--- src/rtl/fft_pkg.sv ---
// fft_pkg: shared sequencer state encoding and constant log2 helper
package fft_pkg;
  typedef enum logic [1:0] {IDLE, RUN, DONE} state_t;
  function automatic int clog2(input int v);
    int r;
    r = 0;
    for (int i = 0; i < 31; i++) if ((1 << i) < v) r = i + 1;
    return r;
  endfunction
endpackage

--- src/rtl/fft_wb_delay.sv ---
// fft_wb_delay: shift register carrying read pairs forward to their write-back slot
module fft_wb_delay #(
  parameter int depth = 3,
  parameter int aw = 10
) (
  input  logic          clk,
  input  logic          rst,
  input  logic          in_valid,
  input  logic [aw-1:0] in_a,
  input  logic [aw-1:0] in_b,
  output logic          out_valid,
  output logic [aw-1:0] out_a,
  output logic [aw-1:0] out_b
);
  logic [depth-1:0] v;
  logic [aw-1:0] a [depth];
  logic [aw-1:0] b [depth];
  always_ff @(posedge clk) begin
    if (rst) v <= '0;
    else begin
      v[0] <= in_valid;
      for (int i = 1; i < depth; i++) v[i] <= v[i-1];
    end
    a[0] <= in_a;
    b[0] <= in_b;
    for (int i = 1; i < depth; i++) begin
      a[i] <= a[i-1];
      b[i] <= b[i-1];
    end
  end
  assign out_valid = v[depth-1];
  assign out_a = a[depth-1];
  assign out_b = b[depth-1];
endmodule

--- src/rtl/fft_mem_seq.sv ---
// fft_mem_seq: in-place radix-2 DIT FFT RAM address/twiddle sequencer.
// Define FFT_MEM_SEQ_INV_EN to add the `inverse` port (conjugate twiddles).
module fft_mem_seq
  import fft_pkg::*;
#(
  parameter int size = 1024,
  parameter int addr_size = clog2(size),
  parameter int bf_lat = 2
) (
  input  logic                 clk,
  input  logic                 rst,
  input  logic                 start,
`ifdef FFT_MEM_SEQ_INV_EN
  input  logic                 inverse,
`endif
  output logic [addr_size-1:0] addr_0,
  output logic [addr_size-1:0] addr_1,
  output logic                 wr_en_0,
  output logic                 wr_en_1,
  output logic [addr_size-1:0] tw_idx,
  output logic                 bf_in_valid,
  output logic [addr_size-1:0] stage,
  output logic                 busy,
  output logic                 done
);
  localparam int per = size + bf_lat;
  localparam int rw = clog2(per);
  if (bf_lat % 2 != 0) begin : g_lat_chk
    $error("fft_mem_seq: bf_lat must be even");
  end
  state_t st, nst;
  logic [rw-1:0] r, nr;
  logic [addr_size-1:0] nstage, na, nb, ctw, wb_a, wb_b;
  logic nrd, cur_rd, wb_v;
  function automatic logic [addr_size-1:0] leg_a(input logic [addr_size-1:0] k, input logic [addr_size-1:0] s);
    logic [addr_size-1:0] m;
    m = (addr_size'(1) << s) - addr_size'(1);
    return ((k >> s) << (s + 1)) | (k & m);
  endfunction
  function automatic logic [addr_size-1:0] tw_of(input logic [addr_size-1:0] k, input logic [addr_size-1:0] s);
    logic [addr_size-1:0] m;
    m = (addr_size'(1) << s) - addr_size'(1);
    return (k & m) << (addr_size'(addr_size - 1) - s);
  endfunction
  always_comb begin
    nst = st;
    nr = r;
    nstage = stage;
    if (st == IDLE && start) begin
      nst = RUN;
      nr = '0;
      nstage = '0;
    end else if (st == RUN) begin
      if (r != rw'(per - 1)) nr = r + 1'b1;
      else if (stage == addr_size'(addr_size - 1)) nst = DONE;
      else begin
        nr = '0;
        nstage = stage + 1'b1;
      end
    end else if (st == DONE) nst = IDLE;
    nrd = nst == RUN && !nr[0] && nr < rw'(size);
    na = leg_a(addr_size'(nr >> 1), nstage);
    nb = na + (addr_size'(1) << nstage);
    cur_rd = st == RUN && !r[0] && r < rw'(size);
    ctw = tw_of(addr_size'(r >> 1), stage);
  end
`ifdef FFT_MEM_SEQ_INV_EN
  logic inv;
  always_ff @(posedge clk)
    if (rst) inv <= 1'b0;
    else if (st == IDLE && start) inv <= inverse;
  wire [addr_size-1:0] ntw = inv ? -ctw : ctw;
`else
  wire [addr_size-1:0] ntw = ctw;
`endif
  fft_wb_delay #(.depth(bf_lat + 1), .aw(addr_size)) u_wb (
    .clk(clk), .rst(rst), .in_valid(nrd), .in_a(na), .in_b(nb),
    .out_valid(wb_v), .out_a(wb_a), .out_b(wb_b)
  );
  always_ff @(posedge clk) begin
    if (rst) begin
      st <= IDLE;
      r <= '0;
      stage <= '0;
      addr_0 <= '0;
      addr_1 <= '0;
      wr_en_0 <= 1'b0;
      wr_en_1 <= 1'b0;
      tw_idx <= '0;
      bf_in_valid <= 1'b0;
      busy <= 1'b0;
      done <= 1'b0;
    end else begin
      st <= nst;
      r <= nr;
      stage <= nstage;
      wr_en_0 <= wb_v;
      wr_en_1 <= wb_v;
      bf_in_valid <= cur_rd;
      tw_idx <= cur_rd ? ntw : '0;
      busy <= nst == RUN;
      done <= nst == DONE;
      if (wb_v) begin
        addr_0 <= wb_a;
        addr_1 <= wb_b;
      end else if (nrd) begin
        addr_0 <= na;
        addr_1 <= nb;
      end
    end
  end
endmodule

--- config.mk ---
export PLATFORM = sky130hd
export DESIGN_NAME = fft_mem_seq
export DESIGN_NICKNAME = d
export VERILOG_FILES = /design/src/rtl/fft_pkg.sv /design/src/rtl/fft_wb_delay.sv /design/src/rtl/fft_mem_seq.sv
export SDC_FILE = /design/constraint.sdc
export NUM_CORES = 1
export LEC_CHECK = 0
export CORE_MARGIN = 2
export CORE_UTILIZATION = 54
export CTS_CLUSTER_SIZE = 40
export DETAILED_ROUTE_END_ITERATION = 10
export PLACE_DENSITY = 0.77
export SETUP_SLACK_MARGIN = 0.1
export SLEW_MARGIN = 10
export SYNTH_ARGS = -nofsm -noshare
export SYNTH_HDL_FRONTEND = slang
export SYNTH_HIERARCHICAL = 1
export SYNTH_SLANG_ARGS = --single-unit
export TNS_END_PERCENT = 20
--- constraint.sdc ---
create_clock -name clk -period 5.3 [get_ports clk]
set_input_delay 0.795 -clock clk [delete_from_list [all_inputs] [get_ports clk]]
set_output_delay 0.795 -clock clk [all_outputs]
set_load 0.01 [all_outputs]
[After elaboration in Yosys (flattened, before gate mapping)]
Memory sizes are Yosys's and may differ from the RTL's.
Cells that the tools add are included.
Storage, ports and cells
  register bits: 60
  RAM bits: 60
  bits of input ports: 3
  output and inout bits: 45
  word-level logic and storage cells: 64
  memories: 2
Memories
  u_wb.a: depth 3, width 10, rd ports 3, clocked after memory_dff 0, wr ports 3, RTL line fft_wb_delay.sv:16  | logic [aw-1:0] a [depth];
  u_wb.b: depth 3, width 10, rd ports 3, clocked after memory_dff 0, wr ports 3, RTL line fft_wb_delay.sv:17  | logic [aw-1:0] b [depth];
Cells by class
  add/subtract/negate cells: 7
  $lt $le $gt $ge: 2
  equality and inequality tests: 6
  shift-type cells: 5
  mux-type cells: 17
  bitwise gates (word level): 4
  reduce and logical (&&, ||, !) cells: 10
Operators with widths (number)
  2-to-1 mux 10 bit: 8
  2-to-1 mux 11 bit: 4
  less-than comparator 11 bit (second input constant): 2
  AND 10 bit: 2
  << shifter 1 x 10 -> 10 bit (first input constant): 2
  subtractor 10 x 2 -> 10 bit (second input constant): 2
  adder 10 x 1 -> 11 bit (second input constant): 1
  adder 11 x 1 -> 11 bit (second input constant): 1
  != test 11 bit (second input constant): 1
  << shifter 10 x 11 -> 10 bit: 1
  adder 10 x 1 -> 10 bit (second input constant): 1
  adder 10 bit: 1
  equality test 10 x 4 -> 1 bit (second input constant): 1
  2-to-1 mux 2 bit: 5
  OR 10 bit: 1
  << shifter 10 x 10 -> 10 bit: 1
  right shift 10 x 10 -> 10 bit: 1
  subtractor 4 x 10 -> 10 bit (first input constant): 1
  logical AND 1 bit: 5
  equality test 2 x 1 -> 1 bit (second input constant): 2
  equality test 2 bit (second input constant): 2
  logical NOT 1 bit: 2
  logical NOT 2 bit: 1
  nonzero test 2 bit: 1
  other kinds (2): 2

[Depth between registers and ports, before layout]
Gate-level depths: netlist of the first run.
  depth after elaboration: 12
  mapped depth: 29
  depth with buffers taken out: 26

[By module]
The synthesis of the first run kept the hierarchy.
By module, submodules not included
  fft_mem_seq: instances 1, cells each 732, area each 5326.4 um^2, seq. area each 1141.1 um^2
  fft_wb_delay: instances 1, cells each 86, area each 1430.1 um^2, seq. area each 1261.2 um^2

[Worst setup path after synthesis of the first run]
No wires, ideal clock.
  path kind: flip-flop to flip-flop
  from: register stage[1]
  to: register addr_1[8]
  setup time: 128 ps
  arrival time: 5803 ps
  required time: 5172 ps
  setup slack: -631 ps
  stages on the path, launching flop included: 30
  path buffers: 4
  period minus slack after synthesis: 5931 ps
  cell sequence: dfxtp_1 clkbuf_1 inv_1 clkbuf_1 ha_1 or4b_4 or3_1 buf_2 and4_4 o21ai_2 buf_2 nand2_1 nor3_1 inv_1 ha_1 xnor2_1 or3_1 o21ai_0 ha_1 nor2b_1 o21ai_0 a21boi_0 o21a_1 o21ai_0 nand2b_1 a21oi_1 xnor2_1 mux2_2 mux2i_1 nor2_1
On the way
  cells in the longest elaborated chain, start to end: 12
  elaborated cells on any way between the ends: 30
  classes of those cells: 4 x add/sub; 1 x order compare; 2 x eq/ne; 3 x shift; 14 x mux; 2 x bitwise; 4 x reduce/logical
RTL lines
  start: declaration: RTL line fft_mem_seq.sv:22  | output logic [addr_size-1:0] stage,
  start signal: assignment: RTL line fft_mem_seq.sv:96  | stage <= nstage;
  branches (longest 8 deep; another with adder 10 x 1 -> 11 bit)
  OR 10 bit *: RTL line fft_mem_seq.sv:38  | return ((k >> s) << (s + 1)) | (k & m);
  via na[2]: RTL line fft_mem_seq.sv:33  | logic [addr_size-1:0] nstage, na, nb, ctw, wb_a, wb_b;
  adder 10 bit *: RTL line fft_mem_seq.sv:63  | nb = na + (addr_size'(1) << nstage);
  via nb[8]: RTL line fft_mem_seq.sv:33
  2-to-1 mux 10 bit *: RTL line fft_mem_seq.sv:106  | end else if (nrd) begin
  2-to-1 mux 10 bit *: RTL line fft_mem_seq.sv:103  | if (wb_v) begin
  end signal: assignment: RTL line fft_mem_seq.sv:105  | addr_1 <= wb_b;
  end signal: assignment: RTL line fft_mem_seq.sv:108  | addr_1 <= nb;
  end: declaration: RTL line fft_mem_seq.sv:17  | output logic [addr_size-1:0] addr_1,
Mark *: on every way through the listed nets, which the timed path passes. The select of a mux whose other input is x is not followed.
A chain may end at the register's enable or synchronous reset.

[Worst setup path after layout of the first run]
  from: register r[0]
  to: register addr_1[8]
On the way
  cells in the longest elaborated chain, start to end: 11
  elaborated cells on any way between the ends: 28
  classes of those cells: 4 x add/sub; 1 x order compare; 2 x eq/ne; 3 x shift; 12 x mux; 2 x bitwise; 4 x reduce/logical
RTL lines
  start: declaration: RTL line fft_mem_seq.sv:32  | logic [rw-1:0] r, nr;
  start signal: assignment: RTL line fft_mem_seq.sv:95  | r <= nr;
  branches (longest 7 deep; another with adder 11 x 1 -> 11 bit)
  OR 10 bit *: RTL line fft_mem_seq.sv:38
  via na[2]: RTL line fft_mem_seq.sv:33
  adder 10 bit *: RTL line fft_mem_seq.sv:63
  via nb[8]: RTL line fft_mem_seq.sv:33
  2-to-1 mux 10 bit *: RTL line fft_mem_seq.sv:106
  2-to-1 mux 10 bit *: RTL line fft_mem_seq.sv:103
Marks and branches as above.

==> results.md, run 1 <==
- Inserted Clock Buffers: 17
- Reg-to-reg setup timing slack: about 0.056 ns
- Routed met2 length: between 10 and 15 mm
- Initial Utilization: 0.5579
- Mean Syn Cell Area: a little over 8 µm²
- Mapped Nets: 839
- Slew headroom: 0.2575
- Post-synth top flop: dfxtp_1
- CP peak stage delay: between 0.4 and 0.5 ns
- Vias in the first global route: 7335
- Final total power: between 2 and 2.5 mW
- Deepest clock path buffer count: 2
- Seq/Total Area, Yosys: 0.3556
- Remaining antenna violation count: 0
- Vias per cell: 6.159
- Final #Nets: about 1000
- Worst-path clk slew: 0.07 ns
- Die Span Y: approximately 120 µm
- Area after DPL: ~0.0084 mm²
- Area Growth Syn to Fin: 45.93%
- CORE AREA: ~0.012 mm²
- Drt wl/cell: approximately 22 µm
- H-tree depth: 4
- WP buf/inv: 3
- Maxcap violations: 0
- CTS root buffer: clkbuf_16
- Gate count after technology mapping: between 800 and 900
- Area of the die: between 0.01 and 0.015 mm²
- Clock Sinks: 120
- Yosys cell types: slightly above 90
- Data arrival, critical path: between 5 and 6 ns
- Minimum clock period: 5.244 ns
- Hold path start: u_wb/b[0][12]$_DFF_P_
- M1 WL: between 10 and 15 mm
- Site Rows: 40
- Crit path max-delay cell type: or4b_4
- Skew-Pair Late Insertion Delay: around 0.44 ns
- Synth warn: 6
- CTS tree: yes
- Antenna violations before repair: 1
- Cell area after layout: 0.009859 mm²
- Fill cell count: between 700 and 800
- Max-slew violations: 0
- Total number of vias: around 7400
- Met3 WL: approximately 2.8 mm
- Leak: 3.940 nW
- Share of layout cells above drive strength 1: 0.3562
- CP max FO: 5
- RSZ-0062 raised after global routing: yes
- Hold crit path type: reg2reg
- Synth Cell Area: a little under 0.007 mm²
- Wire length of the first global-routing pass: 39.56 mm
- Final setup fails: 0
- DRC violation total after the first TritonRoute iteration: just over 800
- # DRC: 0
- Final setup margin: about 0.056 ns
- Cts hold-fix bufs: 0
- N_diodes: 0
- Startpoint Class: flip-flop
- DR pass1 iterations: 6
- R2r worst-path depth: 26
- Nature of the critical path endpoint: flip-flop
- Asr flop ratio synth: 0
- Max Clk Rate: 190.7 MHz
- Fin crit share: 0.9895
- R2r endpoint: addr_1[8]$_SDFFE_PP0P_
- Status: finished, final reports clean
- Post-synth EDFFs: 0
- Worst reg2reg startpoint: r[0]$_SDFF_PP0_
- Clock skew: about 0.012 ns
- PortBufs: 47
- Largest net degree at the start of global routing: 40
- Critical Path RT: about 5.6 ns
- Final Hold Vio Count: 0
- Slew @ Worst Pin: between 1 and 1.5 ns
- Top routing layer used: met5
- #FFs+latches synth: 120
- Hold EP: u_wb/b[0][22]$_DFF_P_
- CP most frequent cell: ha_4
- Hold depth: 0
- WS Path Type: reg2reg
- Setup Slack @ Placement: -0.3160 ns
- Worst VDD drop: approximately 0.00027 V
- Final core occ: 0.8141
- Dpl hpwl: 17.60 mm
- Die width: 115.9 µm
- Top delay family on crit path: simple AND/OR/NAND/NOR gates
- Global route total overflow: 0
- Io pins: 48
- Pwr dens: ~220 mW/mm²
- Tot GR Track Use: 0.3911
- Final GP Congestion: between 0.9 and 1
- DRT Wirelength: 25.82 mm
## registers in the layout (all words and copies together) (netlist names)
name         flops
done             1
st               2
bf_in_valid      1
tw_idx          10
stage           10
addr_0          10
r               11
busy             1
u_wb/b          30
u_wb/v           3
u_wb/a          30
addr_1          10
wr_en_1          1
## repair_timing
item / in CTS / in global routing
buffers inserted: 41 / 8
hold endpoints to repair: 0 / 0
gates resized for setup: 80 / 28
pin swaps: 49 / 35
endpoints found under the setup margin: 5 / 9
## metrics by stage
step                std cells  setup TNS (ns)  hold slack [ns]
global route             1201         -0.4182           0.3287
finish                   1201               0           0.3258
CTS                      1194               0           0.3240
floorplan                 818               0           0.3096
detailed placement       1122         -0.8920           0.3121
global placement         1122         -0.1675           0.3106
## per-layer routing
| metal | global-route usage | vias to the layer above |
|---|---|---|
| met1 | 0.5031 | 3459 |
| met3 | 0.1083 | 113 |
| met5 | 0 | - |
| met2 | 0.6195 | 469 |
| met4 | 0.1667 | 2 |
| li1 | - | 3354 |
## worst max path at each step
stage                             start                     end  slack (ns)  cells after the start
finish                  r[0]$_SDFF_PP0_  addr_1[8]$_SDFFE_PP0P_        0.06                     26
global route            r[1]$_SDFF_PP0_  addr_1[9]$_SDFFE_PP0P_       -0.13                     26
CTS                     r[1]$_SDFF_PP0_  addr_1[9]$_SDFFE_PP0P_        0.07                     26
detailed placement                start  addr_1[9]$_SDFFE_PP0P_       -0.32                     25
global placement                  start  addr_1[8]$_SDFFE_PP0P_       -0.12                     25
floorplan           stage[1]$_SDFF_PP0_  addr_1[8]$_SDFFE_PP0P_        0.10                     29
## layout make-up
cell class              instances  area [µm²]  area share
clock buffers                  17       425.4     0.04315
flip-flops and latches        120        2411      0.2445
inverters                      26       97.59    0.009898
well taps                     168       210.2     0.02132
repair buffers                257        2118      0.2148
multi-input cells             598        4444      0.4508
clock inverters                15       152.6     0.01548
## cells in the mapped netlist, drive strengths merged, types with 5 or more instances
cell type | instances | share of area
a21oi | 56 | 0.041
nor2 | 88 | 0.050
nand3 | 29 | 0.021
mux2 | 8 | 0.014
o211a | 6 | 0.0089
inv | 26 | 0.014
and2 | 5 | 0.0046
a211oi | 8 | 0.010
mux2i | 12 | 0.018
nand2 | 71 | 0.040
nor2b | 9 | 0.0083
or3 | 11 | 0.010
a31oi | 8 | 0.0096
nor4 | 16 | 0.020
and3 | 7 | 0.0065
nand2b | 11 | 0.010
buf | 36 | 0.038
dfxtp | 120 | 0.36
xnor2 | 23 | 0.030
clkbuf | 38 | 0.021
or2 | 6 | 0.0056
nand4 | 8 | 0.0074
o21ai | 49 | 0.037
ha | 17 | 0.031
o31ai | 9 | 0.010
nor3 | 37 | 0.029
xor2 | 7 | 0.0091
o211ai | 9 | 0.014
o21a | 6 | 0.0067
## cells by family (layout without fill, tap and decap cells)
family          count (synthesis)  after routing  share of synthesized area
simple gates                  317            317                     0.2428
compound gates                213            213                     0.2235
flops                         120            120                     0.3556
buf+inv                       100            315                    0.07315
xor+xnor                       30             30                    0.03889
mux                            20             20                    0.03167
fa+ha+maj                      18             18                    0.03444
## power breakdown
part | internal (mW) | switching [mW]
Clock | 0.624 | 0.507
Sequential | 0.913 | 0.00928
Combinational | 0.0496 | 0.0680
Total | 1.59 | 0.584
## placed cells by master, fill, tap and decap left out, drive strengths merged, types with 7 or more instances in the layout
cell type | Yosys | final
nor4 | 16 | 16
buf | 36 | 210
xor2 | 7 | 7
a31oi | 8 | 8
or3 | 11 | 11
mux2 | 8 | 8
ha | 17 | 17
o21ai | 49 | 49
nand4 | 8 | 8
nand3 | 29 | 29
dfxtp | 120 | 120
mux2i | 12 | 12
clkbuf | 38 | 17
nor2b | 9 | 9
xnor2 | 23 | 23
nand2b | 11 | 11
o211ai | 9 | 9
nand2 | 71 | 71
clkdlybuf4s50 | 0 | 47
nor2 | 88 | 88
nor3 | 37 | 37
and3 | 7 | 7
inv | 26 | 35
a21oi | 56 | 56
o31ai | 9 | 9
a211oi | 8 | 8
## worst reg2reg max path, stage by stage, from the launching register on
cell,delay [ns]
dfxtp_4,0.36
ha_4,0.13
or4b_4,0.49
buf_6,0.14
buf_6,0.11
nor4_2,0.35
mux2_2,0.43
nor2_2,0.22
buf_4,0.23
nor3_4,0.07
nand3_2,0.12
ha_4,0.16
xnor2_1,0.09
or3_4,0.37
o21ai_4,0.11
ha_4,0.24
nor2b_4,0.13
o21ai_4,0.16
a21boi_2,0.08
o21a_1,0.20
o21ai_2,0.15
nand2b_1,0.11
a21oi_4,0.15
xnor2_2,0.08
mux2_4,0.26
mux2i_1,0.13
nor2_1,0.05
Note: power is estimated with default switching activity, not from simulation.
==> run 2: changes to the inputs <==
--- a/config.mk
+++ b/config.mk
@@ -11,7 +11,7 @@
 export DETAILED_ROUTE_END_ITERATION = 10
 export PLACE_DENSITY = 0.77
 export SETUP_SLACK_MARGIN = 0.1
-export SLEW_MARGIN = 10
+export SLEW_MARGIN = 20
 export SYNTH_ARGS = -nofsm -noshare
 export SYNTH_HDL_FRONTEND = slang
 export SYNTH_HIERARCHICAL = 1
==> results of run 2 <==
Same layout as run 1: the final DEF is identical, and so are final timing and power.
==> run 3: changes to the inputs <==
--- a/config.mk
+++ b/config.mk
@@ -5,13 +5,12 @@
 export SDC_FILE = /design/constraint.sdc
 export NUM_CORES = 1
 export LEC_CHECK = 0
-export CORE_MARGIN = 2
 export CORE_UTILIZATION = 54
 export CTS_CLUSTER_SIZE = 40
 export DETAILED_ROUTE_END_ITERATION = 10
+export GPL_TIMING_DRIVEN = 0
 export PLACE_DENSITY = 0.77
 export SETUP_SLACK_MARGIN = 0.1
-export SLEW_MARGIN = 20
 export SYNTH_ARGS = -nofsm -noshare
 export SYNTH_HDL_FRONTEND = slang
 export SYNTH_HIERARCHICAL = 1
==> results.md, run 3 (synthesis results as in run 1) <==
- Maxcap violations: 0 (unchanged)
- Die Span Y: 113.9 µm (-1.7%)
- Top routing layer used: met4
- Final Hold Vio Count: 0 (unchanged)
- Die width: 113.9 µm (-1.7%)
- CP peak stage delay: 0.77 ns (+0.28 ns)
- Final total power: 2.173 mW (+0.12%)
- Leak: 3.702 nW (-6.0%)
- Clock skew: 0.008410 ns (-0.003929 ns)
- Max Clk Rate: 183.0 MHz (-4.0%)
- CTS root buffer: clkbuf_16
- Global route total overflow: 0 (unchanged)
- DRT Wirelength: 25.66 mm (-0.62%)
- Met3 WL: 3.392 mm (+22%)
- Drt wl/cell: 22.22 µm (+3.3%)
- Final setup margin: -0.1648 ns (-0.2207 ns)
- H-tree depth: 4 (unchanged)
- Largest net degree at the start of global routing: 17 (-57%)
- Leading cell type in the layout, fill and taps excluded: dfxtp_1
- # DRC: 0 (unchanged)
- Site Rows: 40 (unchanged)
- Status: finished with violations
- Max-slew violations: 0 (unchanged)
- WS Path Type: reg2reg
- Top Registers: u_wb/a: 30 flops, u_wb/b: 30 flops, r: 11 flops
- Dpl hpwl: 16.00 mm (-9.1%)
- Data arrival, critical path: 5.82 ns (+0.27 ns)
- Minimum clock period: 5.465 ns (+0.2207 ns)
- Failing checks: negative setup slack
- Fin crit share: 1.031 (+0.04164)
- Cts hold-fix bufs: 0 (unchanged)
- CORE AREA: 0.01211 mm² (unchanged)
- Startpoint Class: flip-flop
- Vias in the first global route: 6730 (-8.2%)
- Final GP Congestion: 0.9789 (-1.9%)
- M1 WL: 9.972 mm (-3.1%)
- Worst-path clk slew: 0.06 ns (about the same)
- Inserted Clock Buffers: 17 (unchanged)
- Top delay family on crit path: simple AND/OR/NAND/NOR gates
- Nature of the critical path endpoint: flip-flop
- Share of layout cells above drive strength 1: 0.3181 (-0.03811)
- Slew @ Worst Pin: 0.9476 ns (-0.1560 ns)
- RSZ-0062 raised after global routing: yes
- Slew headroom: 0.3629 (+0.1054)
- Area of the die: 0.01296 mm² (-3.4%)
- Routed met2 length: 11.15 mm (-4.9%)
- Total number of vias: 7501 (+1.4%)
- WP buf/inv: 9 (+6)
- Cell area after layout: 0.009604 mm² (-2.6%)
- Io pins: 48 (unchanged)
- Wire length of the first global-routing pass: 36.41 mm (-8.0%)
- Worst VDD drop: 0.0003141 V (+18%)
- Crit path max-delay cell type: o31ai_1
- Area Growth Syn to Fin: 42.15%
- Skew-Pair Late Insertion Delay: 0.43 ns (about the same)
- Commonest non-fill, non-tap cells in the layout: 116 x dfxtp_1, 114 x buf_4, 78 x nor2_1, 66 x nand2_1, 50 x a21oi_1
- Vias per cell: 6.494 (+5.4%)
- Clock Sinks: 120 (unchanged)
- Pwr dens: 226.2 mW/mm² (+2.8%)
- Antenna violations before repair: 0 (-1)
- Remaining antenna violation count: 0 (unchanged)
- Initial Utilization: 0.5579 (unchanged)
- Area after DPL: 0.007571 mm² (-9.9%)
- Critical Path RT: 5.66 ns (+0.05 ns)
- Final core occ: 0.7930 (-0.02108)
- Deepest clock path buffer count: 2 (unchanged)
- Final setup fails: 6 (+6)
- N_diodes: 0 (unchanged)
- CP max FO: 9 (+4)
- DRC violation total after the first TritonRoute iteration: 996 (+23%)
- Final #Nets: 995 (-4.4%)
- CTS tree: yes
- CP most frequent cell: buf_4
- Tot GR Track Use: 0.3700 (-0.02116)
- Hold crit path type: reg2reg
- PortBufs: 47 (unchanged)
- DR pass1 iterations: 7 (+1)
==> run 3: changes by cell type in the layout (fill, tap and decap cells not counted), moves of 4 or more <==
cell / previous run / this run
buf_4: 198 / 114
clkbuf_1: 0 / 22
buf_2: 0 / 6
clkbuf_2: 0 / 5
nor2_4: 2 / 7
buf_8: 0 / 4
mux2i_4: 0 / 4
nor3_4: 4 / 8
==> run 3: routing by layer <==
layer  vias up  GRT usage
li1       3267          -
met1      3510     0.5032
met2       600     0.5411
met3       124     0.1052
met4         0     0.1732
met5         -          0
==> run 3: cell type report <==
cell class / count / area [µm²]
buffer: 71 / 478.0
clock buffer: 17 / 425.4
clock inverter: 15 / 155.1
fill: 798 / 2507
inverter: 26 / 108.9
multi-input combinational: 599 / 4648
sequential: 120 / 2410
tap: 168 / 210.2
timing repair buffer: 139 / 1169
==> run 3: where the power goes <==
group	total, mW	leakage [nW]	internal (mW)	switching, mW
registers	0.922	0.972	0.913	0.00871
clock network	1.13	0.277	0.627	0.507
logic	0.117	2.45	0.0431	0.0735
==> run 3: timing repair <==
action / in CTS / in global routing
resized for setup: 112 / 66
buffers inserted: 54 / 37
endpoints found under the setup margin: 19 / 12
gates cloned: 1 / 1
pin swaps: 52 / 62
==> run 3: through the flow <==
stage	worst slack [ns]	hold WS [ns]	cells	TNS [ns]
2_1_floorplan	0.1036	0.3096	818	0
3_3_place_gp	-1.768	0.3098	1033	-19.29
3_5_place_dp	-1.748	0.3121	1033	-18.00
4_1_cts	-0.01254	0.3265	1118	-0.01254
5_1_grt	-0.3360	0.3305	1155	-1.612
6_report	-0.1648	0.3239	1155	-0.6009
==> run 3: final timing paths <==
path	end	cells past startpoint	slack, ns	startpoint
max	addr_1[4]$_SDFFE_PP0P_	28	-0.16	r[4]$_SDFF_PP0_
min	u_wb/a[0][23]$_DFF_P_	0	0.32	u_wb/a[0][13]$_DFF_P_
max reg2reg	addr_1[4]$_SDFFE_PP0P_	28	-0.16	r[4]$_SDFF_PP0_
min reg2reg	u_wb/a[0][23]$_DFF_P_	0	0.32	u_wb/a[0][13]$_DFF_P_
